`src/rtl/mem_bus_arbiter.sv`:
```
// Two-port round-robin arbiter in front of a single-port RAM.
// Port 0 is the CPU core and port 1 is the debug loader. Every output is registered.
module mem_bus_arbiter #(
    parameter int ADDR_WIDTH = 16,
    parameter int DATA_WIDTH = 8
) (
    input  logic                  clk,
    input  logic                  reset,
    input  logic                  req0,
    input  logic                  we0,
    input  logic [ADDR_WIDTH-1:0] addr0,
    input  logic [DATA_WIDTH-1:0] wdata0,
    input  logic                  req1,
    input  logic                  we1,
    input  logic [ADDR_WIDTH-1:0] addr1,
    input  logic [DATA_WIDTH-1:0] wdata1,
    output logic                  ack0,
    output logic                  err0,
    output logic                  ack1,
    output logic                  err1,
    output logic [DATA_WIDTH-1:0] rdata,
    output logic [ADDR_WIDTH-1:0] mem_addr,
    output logic [DATA_WIDTH-1:0] mem_wdata,
    output logic                  mem_oe,
    output logic                  mem_we,
    input  logic [DATA_WIDTH-1:0] mem_rdata,
    output logic                  busy
);

    typedef enum logic [2:0] {IDLE, RD_A, RD_B, WR, DONE} state_t;

    state_t state;
    logic   last_grant;
    logic   cur_port;

    logic                  pick_valid;
    logic                  pick_port;
    logic                  pick_we;
    logic [ADDR_WIDTH-1:0] pick_addr;
    logic [DATA_WIDTH-1:0] pick_wdata;

    // On contention the port that did not win last time gets the grant.
    always_comb begin
        pick_valid = req0 | req1;
        pick_port  = (req0 & req1) ? ~last_grant : req1;
        pick_we    = pick_port ? we1    : we0;
        pick_addr  = pick_port ? addr1  : addr0;
        pick_wdata = pick_port ? wdata1 : wdata0;
    end

    always_ff @(posedge clk or posedge reset) begin
        if (reset) begin
            state      <= IDLE;
            last_grant <= 1'b1;
            cur_port   <= 1'b0;
            ack0       <= 1'b0;
            ack1       <= 1'b0;
            err0       <= 1'b0;
            err1       <= 1'b0;
            rdata      <= '0;
            mem_addr   <= '0;
            mem_wdata  <= '0;
            mem_oe     <= 1'b0;
            mem_we     <= 1'b0;
            busy       <= 1'b0;
        end else begin
            ack0 <= 1'b0;
            ack1 <= 1'b0;
            err0 <= 1'b0;
            err1 <= 1'b0;
            case (state)
                IDLE: begin
                    if (pick_valid) begin
                        last_grant <= pick_port;
                        cur_port   <= pick_port;
                        mem_addr   <= pick_addr;
                        mem_wdata  <= pick_wdata;
                        busy       <= 1'b1;
                        // The top address bit marks an unmapped address. The RAM is never touched for it.
                        if (pick_addr[ADDR_WIDTH-1]) begin
                            state <= DONE;
                            ack0  <= ~pick_port;
                            ack1  <= pick_port;
                            err0  <= ~pick_port;
                            err1  <= pick_port;
                        end else if (pick_we) begin
                            state  <= WR;
                            mem_we <= 1'b1;
                        end else begin
                            state  <= RD_A;
                            mem_oe <= 1'b1;
                        end
                    end
                end
                RD_A: begin
                    state <= RD_B;
                end
                RD_B: begin
                    state  <= DONE;
                    mem_oe <= 1'b0;
                    rdata  <= mem_rdata;
                    ack0   <= ~cur_port;
                    ack1   <= cur_port;
                end
                WR: begin
                    state  <= DONE;
                    mem_we <= 1'b0;
                    ack0   <= ~cur_port;
                    ack1   <= cur_port;
                end
                DONE: begin
                    state <= IDLE;
                    busy  <= 1'b0;
                end
                default: begin
                    state  <= IDLE;
                    mem_oe <= 1'b0;
                    mem_we <= 1'b0;
                    busy   <= 1'b0;
                end
            endcase
        end
    end

endmodule

```
`config.mk`:
```
export PLATFORM = sky130hd
export DESIGN_NAME = mem_bus_arbiter
export DESIGN_NICKNAME = d
export VERILOG_FILES = /design/src/rtl/mem_bus_arbiter.sv
export SDC_FILE = /design/constraint.sdc
export NUM_CORES = 1
export LEC_CHECK = 0
export BUFFER_PORTS_ARGS = -buffer_cell sky130_fd_sc_hd__buf_2
export CORE_MARGIN = 2
export CORE_UTILIZATION = 44
export DETAILED_ROUTE_END_ITERATION = 7
export PLACE_DENSITY = 0.78
export SLEW_MARGIN = 0
export SYNTH_ARGS = -nofsm -noshare
export SYNTH_HDL_FRONTEND = slang
export SYNTH_SLANG_ARGS = --single-unit
```
`constraint.sdc`:
```
create_clock -name clk -period 2.66 [get_ports clk]
set_input_delay 0 -clock clk [delete_from_list [all_inputs] [get_ports clk]]
set_output_delay 0 -clock clk [all_outputs]
set_load 0.02 [all_outputs]
```
==> metrics.txt <==
status=finished, final reports clean; reg2reg path depth=6; FMAX=421 MHz; HP Start=we0; LEAKAGE=1.51 nW; FP Rows=24; wire length of the first global-routing pass=9250 um; I/O Buffers=100; CTS root buf=clkbuf_8; Setup crit start kind=flip-flop; crit path to=mem_wdata[5]$_DFFE_PP0P_; synth warn=0; Netlist cell types=36; die span in x=between 70 and 80 um; initial core utilization=0.458; vias in the first global route=2051; Detailed Route Iter0 Violations=113; Tightest Pin Transition=0.892 ns; nets=413; Hold Crit Class=in -> reg; number of synthesized flops with an enable pin=0; Tmin final=2.38 ns; critical path fanouts, max=47; Syn Nets=260; Routed WL=5620 um; worst setup path start=state[2]$_DFFE_PP0N_; CTS tree=done; maximum vdd ir drop=around 560 uV; relative max-transition margin=0.404; Pwr Total=approximately 3.6 mW; Synth async-reset ratio=1.00; Boundary Pins=101; post-CTS setup buffer count=0; worst skew pair latency=between 0.2 and 0.3 ns; top cell type's share of synthesized area=0.535; worst setup path class=reg -> reg; DR WL/cell=13.9 um; top cells by area, synth=dfrtp_1, nand2_1, a31oi_1; Initial DRT Pass Iterations=4; setup TNS=0 ns; Worst Path Arrival=between 2 and 3 ns; Syn-to-layout area delta=58.0%; Mapped Area=~0.0020 sq mm; Die Y=roughly 70 um; Die Area=0.00512 sq mm; RSZ-0062 raised after global routing=no; Clock Tree Buf Depth=2; hold slack final=a little over 0.07 ns; via/cell ratio=5.04; Reg-to-Reg Start=state[2]$_DFFE_PP0N_; ANT cells=0; fraction of layout cells with a size suffix above 1=0.384; grt total ovfl=0; #FFs+latches synth=44; initial antenna violation count=0; Final setup viols=0; Pwr per Cell Area=1140 mW/mm^2; htree depth=2; DRT antenna net count=0; Clock Skew=0.00590 ns; All-Layer GR Usage=0.229; Core ar.=0.00438 sq mm; Slew Limit Fails=0; pin count of the biggest net entering global routing=48; DR vias=2037; Worst EP required=2.89 ns; clock sinks=44; Worst setup EP type=flip-flop; max cap viols=0; drt drc=0; part of the cycle the worst path needs=0.893; sequential area share after synthesis=0.549; largest area contributor in the netlist=dfrtp_1; CTS Buf Count=5; worst reg2reg setup slack=around 0.28 ns; hpwl dp=3140 um; Final Wtd Congestion=slightly below 0.8; RR Endpoint=mem_wdata[5]$_DFFE_PP0P_; Worst-path clk slew=0.08 ns; Main synth FF type=dfrtp_1; Mapped Avg Cell Area=10.1 sq um; Gate Count Post-Synth=198; Hold Fails Final Rpt=0
-- final cells by class --
type	instances	area [sq um]
clock buffers	6	72.6
flip-flops and latches	44	1100
well taps	52	65.1
clock inverters	2	35.0
repair buffers	158	1080
multi-input cells	138	806
fillers	301	1210
inverters	4	15.0
-- worst min-delay path by stage --
stage / slack, ns / endpoint / cells after the start
4_1_cts: 0.07 / mem_oe$_DFFE_PP0P_ / 4
6_report: 0.07 / mem_oe$_DFFE_PP0P_ / 4
3_3_place_gp: 0.23 / rdata[1]$_DFFE_PP0P_ / 2
3_5_place_dp: 0.24 / rdata[0]$_DFFE_PP0P_ / 2
2_1_floorplan: 0.15 / err0$_DFF_PP0_ / 2
5_1_grt: 0.09 / mem_we$_DFFE_PP0P_ / 3
-- repair_timing --
item / 4_1_cts / 5_1_grt
endpoints found under the hold margin: 76 / 0
hold buffers: 57 / 0
resized for setup: 0 / 0
-- stage by stage --
step | instance area, sq um | instances | util | worst slack, ns
after CTS | 3170 | 404 | 0.724 | 0.396
after floorplan | 2010 | 198 | - | 1.29
after global placement | 2500 | 339 | 0.569 | 0.961
final | 3170 | 404 | 0.724 | 0.284
after global routing | 3170 | 404 | 0.724 | 0.194
after detailed placement | 2500 | 339 | 0.569 | 0.823
-- Yosys cell counts (all sizes together), types with 2 or more instances --
cell type and instances:
clkbuf 2, nor3b 2, a31oi 23, buf 10, nand2 51, inv 4, nor2 27, nor2b 2
o21ai 7, a21boi 2, mux2 8, dfrtp 43, nor3 3
-- kinds of logic after synthesis --
| family | synth area share |
|---|---|
| buffers and inverters | 0.0511 |
| DFF | 0.549 |
| AOI/OAI and AO/OA | 0.148 |
| muxes | 0.0498 |
| and+or+nand+nor | 0.202 |
-- critical path: stages (launching register included) --
cell           delay (ns)
dfrtp_1              0.52
nor3_4               0.29
and2b_2              0.17
buf_4                0.42
nor2_1               0.13
a31oi_1              0.19
dlygate4sd3_1        0.57
-- metal layers --
layer / track usage / vias to the layer above / part of all wire
met1: 0.289 / 959 / 0.41
met5: 0 / - / 0
met4: 0.0650 / 0 / 0.016
met3: 0.0492 / 14 / 0.069
li1: - / 975 / -
met2: 0.396 / 89 / 0.50
-- registers in the layout, indices dropped and copies added, names as in the netlist, 3 cells and up --
signal     flops
state          3
mem_addr      16
mem_wdata      8
rdata          8
-- where the power goes --
group          total (mW)  leakage [nW]  switching [mW]  internal (mW)
clock network       0.503        0.0552           0.224          0.279
registers            1.21         0.514           0.214          0.997
logic                1.90         0.945            1.00          0.897
-- cells in the final DEF (no fill, tap or decap), types with 2 or more instances in the layout --
cell | synthesis | layout
o21ai_0 | 5 | 5
nor2b_1 | 2 | 2
dfrtp_1 | 43 | 43
a31oi_2 | 6 | 6
nor3_1 | 2 | 2
inv_1 | 4 | 3
mux2_2 | 8 | 8
nor2_1 | 21 | 21
o21ai_1 | 2 | 2
a31oi_1 | 17 | 17
clkbuf_8 | 0 | 5
nand2_1 | 51 | 51
dlygate4sd3_1 | 0 | 57
buf_2 | 4 | 100
nor2_2 | 6 | 6
Power figures use the tool's default switching activity.
